**config.mk**
```make
export PLATFORM = sky130hd
export DESIGN_NAME = fixed_subtractor_pipe
export DESIGN_NICKNAME = d
export VERILOG_FILES = /design/src/rtl/fixed_subtractor_pipe.sv
export SDC_FILE = /design/constraint.sdc
export NUM_CORES = 1
export LEC_CHECK = 0
export CAP_MARGIN = 10
export CORE_ASPECT_RATIO = 0.8
export CORE_MARGIN = 5
export CORE_UTILIZATION = 47
export DETAILED_ROUTE_END_ITERATION = 8
export PLACE_DENSITY = 0.77
export SETUP_SLACK_MARGIN = 0.3
export SLEW_MARGIN = 15
export SYNTH_ARGS = -nofsm -noshare
export SYNTH_HDL_FRONTEND = slang
export SYNTH_SLANG_ARGS = --single-unit
```
**constraint.sdc**
```tcl
create_clock -name clk_in -period 2.54 [get_ports clk_in]
set_input_delay 0.508 -clock clk_in [delete_from_list [all_inputs] [get_ports clk_in]]
set_output_delay 0.508 -clock clk_in [all_outputs]
set_load 0.005 [all_outputs]
```
**src/rtl/fixed_subtractor_pipe.sv**
```systemverilog
// Streaming fixed-point subtractor: result = u - v in u's format, with v aligned to
// u's binary point, two-stage valid/ready pipeline and optional saturation.
module fixed_subtractor_pipe #(
    parameter int WIDTH1   = 16,
    parameter int FRAC1    = 8,
    parameter int WIDTH2   = 16,
    parameter int FRAC2    = 8,
    parameter bit SATURATE = 1'b1
) (
    input  logic              clk_in,
    input  logic              rst_in,
    input  logic [WIDTH1-1:0] u_in,
    input  logic [WIDTH2-1:0] v_in,
    input  logic              in_valid,
    output logic              in_ready,
    output logic [WIDTH1-1:0] result_out,
    output logic              ovf_out,
    output logic              out_valid,
    input  logic              out_ready
);

    localparam int D  = FRAC2 - FRAC1;
    localparam int AW = (D < 0) ? WIDTH2 - D : WIDTH2;
    localparam int DW = ((WIDTH1 > AW) ? WIDTH1 : AW) + 1;

    localparam logic signed [DW-1:0] MAX_V = {{(DW-WIDTH1+1){1'b0}}, {(WIDTH1-1){1'b1}}};
    localparam logic signed [DW-1:0] MIN_V = {{(DW-WIDTH1+1){1'b1}}, {(WIDTH1-1){1'b0}}};

    // Exact subtraction at DW bits, then range check and clamp/wrap; returns {ovf, result}.
    function automatic logic [WIDTH1:0] sub_sat(input logic signed [WIDTH1-1:0] a,
                                                input logic signed [AW-1:0]     b);
        logic signed [DW-1:0] diff;
        logic                 ovf;
        logic [WIDTH1-1:0]    res;
        diff = {{(DW-WIDTH1){a[WIDTH1-1]}}, a} - {{(DW-AW){b[AW-1]}}, b};
        ovf  = (diff > MAX_V) || (diff < MIN_V);
        res  = diff[WIDTH1-1:0];
        if (SATURATE && ovf) begin
            res = diff[DW-1] ? {1'b1, {(WIDTH1-1){1'b0}}} : {1'b0, {(WIDTH1-1){1'b1}}};
        end
        return {ovf, res};
    endfunction

    logic signed [AW-1:0] v_al;

    generate
        if (D > 0) begin : g_align_right
            assign v_al = $signed(v_in) >>> D;
        end else if (D < 0) begin : g_align_left
            assign v_al = {v_in, {(-D){1'b0}}};
        end else begin : g_align_none
            assign v_al = v_in;
        end
    endgenerate

    logic                     vld_p1_q, vld_p1_d;
    logic signed [WIDTH1-1:0] u_p1_q, u_p1_d;
    logic signed [AW-1:0]     v_p1_q, v_p1_d;
    logic                     vld_p2_q, vld_p2_d;
    logic [WIDTH1-1:0]        res_p2_q, res_p2_d;
    logic                     ovf_p2_q, ovf_p2_d;
    logic                     s1_adv, s2_adv;

    always_comb begin
        s2_adv   = !vld_p2_q || out_ready;
        s1_adv   = !vld_p1_q || s2_adv;
        vld_p1_d = vld_p1_q;
        u_p1_d   = u_p1_q;
        v_p1_d   = v_p1_q;
        vld_p2_d = vld_p2_q;
        res_p2_d = res_p2_q;
        ovf_p2_d = ovf_p2_q;
        // Stage 1: capture aligned operands on accept
        if (s1_adv) begin
            vld_p1_d = in_valid;
            if (in_valid) begin
                u_p1_d = u_in;
                v_p1_d = v_al;
            end
        end
        // Stage 2: subtract and clamp; data only moves when stage 1 holds a beat
        if (s2_adv) begin
            vld_p2_d = vld_p1_q;
            if (vld_p1_q) begin
                {ovf_p2_d, res_p2_d} = sub_sat(u_p1_q, v_p1_q);
            end
        end
    end

    always_ff @(posedge clk_in) begin
        if (rst_in) begin
            vld_p1_q <= 1'b0;
            vld_p2_q <= 1'b0;
            res_p2_q <= '0;
            ovf_p2_q <= 1'b0;
        end else begin
            vld_p1_q <= vld_p1_d;
            vld_p2_q <= vld_p2_d;
            res_p2_q <= res_p2_d;
            ovf_p2_q <= ovf_p2_d;
        end
    end

    always_ff @(posedge clk_in) begin
        u_p1_q <= u_p1_d;
        v_p1_q <= v_p1_d;
    end

    assign in_ready   = s1_adv;
    assign result_out = res_p2_q;
    assign ovf_out    = ovf_p2_q;
    assign out_valid  = vld_p2_q;

endmodule

```
=== After elaboration in Yosys (flattened, before gate mapping) ===
Cells that the tools add are included.

* Register bits: 51
* Input bits: 36
* Output and inout port bits: 19
* Word-level logic and storage cells: 18

* $add $sub $neg: 1
* $lt $le $gt $ge: 2
* Multiplexer cells: 2
* Reductions and logical operators: 7

{| class="wikitable"
|+ Operators with widths
! operator !! number
|-
| $mux W16 || 2
|-
| $gt A17 B16 Y1 const B || 1
|-
| $lt A17 B16 Y1 const B || 1
|-
| $sub A16 B16 Y17 || 1
|-
| $reduce_and A2 Y1 || 2
|-
| $logic_or A1 B1 Y1 || 3
|-
| $logic_not A1 Y1 || 2
|}

=== Longest topological paths before layout ===
* Depth after elaboration: 4
* Gate-level depth with buffers: 11
* Depth with buffers taken out: 10

=== Least setup slack after synthesis ===
No wires, ideal clock.

* Path type: flip-flop to flip-flop
* Start point: register v_p1_q[0]
* End point: register res_p2_q[10], in the netlist result_out[10]
* Library setup time: 86 ps
* Data arrival time: 2648 ps
* Required time: 2454 ps
* Path slack: -194 ps
* Stages on the path, launching flop included: 11
* Buffers on the path: 1
* Period minus slack after synthesis: 2734 ps
* Path through: edfxtp_1 > ha_1 > fa_1 > and2b_1 > o2111ai_1 > a2111oi_2 > or4_1 > nand2_1 > buf_2 > maj3_2 > a211oi_1

* Word-level cells in the longest chain between the ends: 4
* Elaborated cells on any way between the ends: 6
* Those cells by class: add/sub (1); order compare (2); mux (2); reduce/logical (1)

{| class="wikitable"
|+ Ends and longest elaborated chain
! element !! RTL line !! source
|-
| start, declared || 58 || <nowiki>logic signed [AW-1:0] v_p1_q, v_p1_d;</nowiki>
|-
| start signal, assigned || 106 || <nowiki>v_p1_q <= v_p1_d;</nowiki>
|-
| $sub A16 B16 Y17 (*) || 35 || <nowiki>diff = {{(DW-WIDTH1){a[WIDTH1-1]}}, a} - {{(DW-AW){b[AW-1]}}, b};</nowiki>
|-
| $gt A17 B16 Y1 / $lt A17 B16 Y1 (equally long branches) || 36 || <nowiki>ovf = (diff > MAX_V) || (diff < MIN_V);</nowiki>
|-
| $logic_or A1 B1 Y1 || 36 ||
|-
| $mux W16 (*) || 38 || <nowiki>if (SATURATE && ovf) begin</nowiki>
|-
| end signal, assigned || 99 || <nowiki>res_p2_q <= res_p2_d;</nowiki>
|-
| end, declared || 60 || <nowiki>logic [WIDTH1-1:0] res_p2_q, res_p2_d;</nowiki>
|}

Mark *: on every way between the ends. The rest lies on a longest branch, timed or not.
A chain may end at the register's enable or synchronous reset.

=== Worst setup path after layout ===
* Start point: register u_p1_q[0]
* End point: register res_p2_q[12], in the netlist result_out[12]

* Word-level cells in the longest chain between the ends: 4
* Elaborated cells on any way between the ends: 6
* Those cells by class: add/sub (1); order compare (2); mux (2); reduce/logical (1)

{| class="wikitable"
|+ Ends and longest elaborated chain
! element !! RTL line !! source
|-
| start, declared || 57 || <nowiki>logic signed [WIDTH1-1:0] u_p1_q, u_p1_d;</nowiki>
|-
| start signal, assigned || 105 || <nowiki>u_p1_q <= u_p1_d;</nowiki>
|-
| $sub A16 B16 Y17 (*) || 35 ||
|-
| $gt A17 B16 Y1 / $lt A17 B16 Y1 (equally long branches) || 36 ||
|-
| $logic_or A1 B1 Y1 || 36 ||
|-
| $mux W16 (*) || 38 ||
|}

Marks and branches as above.

==> results.json <==
{
  "ant_nets": 0,
  "cp.arrival_ns": 2.94,
  "die_h_um": 78.4,
  "synth_top_area_share_pct": 35.0,
  "dp_cells": 407,
  "rows": 24,
  "avgSynthCellArea_sq_um": 10.7,
  "min_period_over_period_pct": 108,
  "ys_warn_count": 0,
  "fin_area_sq_um": 3890,
  "clock_skew_ns": 0.00359,
  "timing.fmax_mhz": 365,
  "ys_seq_area_share_pct": 48.8,
  "min_period_ns": 2.74,
  "io_pins": 55,
  "netlist_top_cells_area": "edfxtp_1 (35%), dfxtp_1 (14%), ha_1 (7.3%)",
  "worstMarginPinSlew_ns": 0.574,
  "dieArea_sq_um": 7480,
  "synth_edf_count": 32,
  "cts.sinks": 51,
  "startpoint_type": "flip-flop",
  "port_buffers": 54,
  "synth-main-ff-cell": "edfxtp_1",
  "gp_congestion": 0.878,
  "post_dp_cell_area_sq_um": 3580,
  "viasPerCell": 5.52,
  "cts_hold_buf": 0,
  "grt_max_degree": 35,
  "drt-initial-drc-count": 129,
  "overflow": 0,
  "synthToLayoutAreaGrowth_pct": 41.5,
  "drv_slew": 0,
  "ir_drop_v": 0.000323,
  "wl_um": 6690,
  "grt_pass1_vias": 2280,
  "clk_latency_ns": 0.30,
  "n_antenna_cell": 0,
  "synth.cell_area_sq_um": 2750,
  "cp.required_ns": 2.74,
  "cts_buffer_depth": 2,
  "dr.pass1.iters": 5,
  "setup_tns_ns": -2.42,
  "grt_pass1_wl_um": 10500,
  "async_flop_share_pct": 0,
  "leakagePower_nw": 1.57,
  "critPathMaxFanout": 7,
  "p_total_mw": 2.13,
  "violations": "setup timing",
  "die_w_um": 95.5,
  "crit_path_end_kind": "flip-flop",
  "syn-num-nets": 309,
  "antenna_found_initial": 0,
  "yosysUniqueCellTypes": 48,
  "hold_violations": 0,
  "drc": 0,
  "coreArea_sq_um": 5560,
  "cap_violations": 0,
  "root_buffer": "clkbuf_8",
  "cts_tree": "built",
  "multi_input_area_sq_um": 1430,
  "powerDensity_nw_per_um2": 547,
  "nets": 399,
  "fin_ws_ns": -0.202,
  "rsz0062_at_grt": "true",
  "htreeDepth": 2,
  "dpl.hpwl_um": 4400,
  "clkTransAtPathRegs_ns": 0.08,
  "syn_inst": 256,
  "status": "finished, violations left",
  "finalSetupViolCount": 16,
  "layoutNonFillerInstCount": 425,
  "numCtsBuffers": 5,
  "ys_ff_latch": 51,
  "grt_usage_pct": 18.0,
  "drive_above_1_share_pct": 25.6,
  "holdWs_ns": 0.514,
  "synth_top_area_cell": "edfxtp_1",
  "initial_core_util_pct": 49.5,
  "vias": 2344,
  "slew_headroom_pct": 61.2,
  "post_drt_wl_per_cell_um": 15.7,
  "n_fill_cell": 413,
  "critical_path_class": "flip-flop to flip-flop",
  "seq_area_sq_um": 1340,
  "hp-class": "flip-flop to flip-flop"
}
[final cells by class]
class	count	area share, %
repair buffers	92	22.1
clock buffers	8	2.06
well taps	78	2.51
inverters	21	2.03
multi-input cells	175	36.8
flip-flops and latches	51	34.5
[registers in the layout, summed over array words and instances (netlist names)]
signal	cells
ovf_out	1
result_out	16
vld_p1_q	1
u_p1_q	16
out_valid	1
v_p1_q	16
[cells in the final DEF, fill, tap and decap left out, types with 3 or more instances in the layout]
cell type	Yosys	layout
a21o_1	6	6
edfxtp_1	32	32
xor2_1	7	7
dfxtp_1	19	19
buf_4	0	31
o221a_2	5	5
o21ai_0	20	15
clkbuf_8	0	5
o21ai_1	0	5
clkbuf_1	5	3
inv_1	21	20
maj3_2	6	10
nor2_1	14	13
a21oi_2	4	9
a21oi_1	21	16
clkdlybuf4s50_1	0	54
nand2b_1	3	3
buf_6	1	6
ha_1	16	15
xnor2_1	5	5
nand3_1	8	8
nand2_1	11	10
a211oi_1	5	3
[cells in the mapped netlist (all sizes together) (3+ instances only)]
library cell	n
clkbuf	5
o21ai	21
o221a	5
nor2b	5
dfxtp	19
nand3	8
ha	16
nand2	11
edfxtp	32
a21oi	25
xor2	7
a21o	6
inv	21
nor3	3
xnor2	5
nand2b	3
nor2	14
buf	5
maj3	10
a211oi	5
[cell families (layout without fill, tap and decap cells)]
| group | count (synthesis) | after routing | share of synthesized area [%] |
|---|---|---|---|
| adders and majority gates | 27 | 27 | 11.9 |
| xor gates and xnor gates | 12 | 12 | 3.83 |
| muxes | 3 | 3 | 1.14 |
| DFF | 51 | 51 | 48.8 |
| buffers and inverters | 31 | 121 | 4.69 |
| AOI/OAI and AO/OA | 75 | 76 | 18.9 |
| and+or+nand+nor | 57 | 57 | 10.7 |
[worst max-delay path, cell delays in order, from the launching register on]
cell and delay [ns]:
edfxtp_1 0.41, inv_2 0.09, ha_4 0.14, fa_2 0.20, and2b_2 0.24, o2111ai_4 0.25
a2111oi_4 0.12, or4_4 0.60, nand2_8 0.12, buf_4 0.13, o21ai_1 0.08, o221a_2 0.25
[path summary, 6_finish.rpt]
check / startpoint / endpoint / slack [ns] / depth (start not counted)
min reg2reg: vld_p1_q$_SDFFE_PP0N_ / out_valid$_SDFFE_PP0P_ / 0.51 / 2
max reg2reg: u_p1_q[0]$_DFFE_PP_ / result_out[12]$_SDFFE_PP0P_ / -0.20 / 11
max: u_p1_q[0]$_DFFE_PP_ / result_out[12]$_SDFFE_PP0P_ / -0.20 / 11
min: vld_p1_q$_SDFFE_PP0N_ / out_valid$_SDFFE_PP0P_ / 0.51 / 2
[per-layer routing]
| layer | up-vias | wire length [um] | global-route usage [%] |
|---|---|---|---|
| li1 | 1122 | - | - |
| met4 | 0 | 274 | 8.81 |
| met3 | 32 | 464 | 4.59 |
| met5 | - | 0 | 0 |
| met1 | 1091 | 2760 | 21.7 |
| met2 | 99 | 3190 | 29.8 |
[power breakdown]
group          total, mW  switching [mW]  internal, mW  leakage, nW
combinational      0.718           0.348         0.371         1.06
sequential         0.962          0.0235         0.939        0.470
clock              0.445           0.249         0.196       0.0395
[what timing repair did]
item | CTS | global route
buffers inserted | 6 | 3
gates cloned | 1 | 0
endpoints found under the setup margin | 18 | 17
resized for setup | 30 | 8
pin swaps | 27 | 15
[per-stage QoR]
stage / worst slack, ns / utilization (%)
4_1_cts: -0.166 / 69.1
5_1_grt: -0.307 / 70.0
6_report: -0.202 / 70.0
3_3_place_gp: -0.189 / 64.5
2_1_floorplan: -0.0413 / -
3_5_place_dp: -0.316 / 64.5
(Power assumes the default switching activity.)
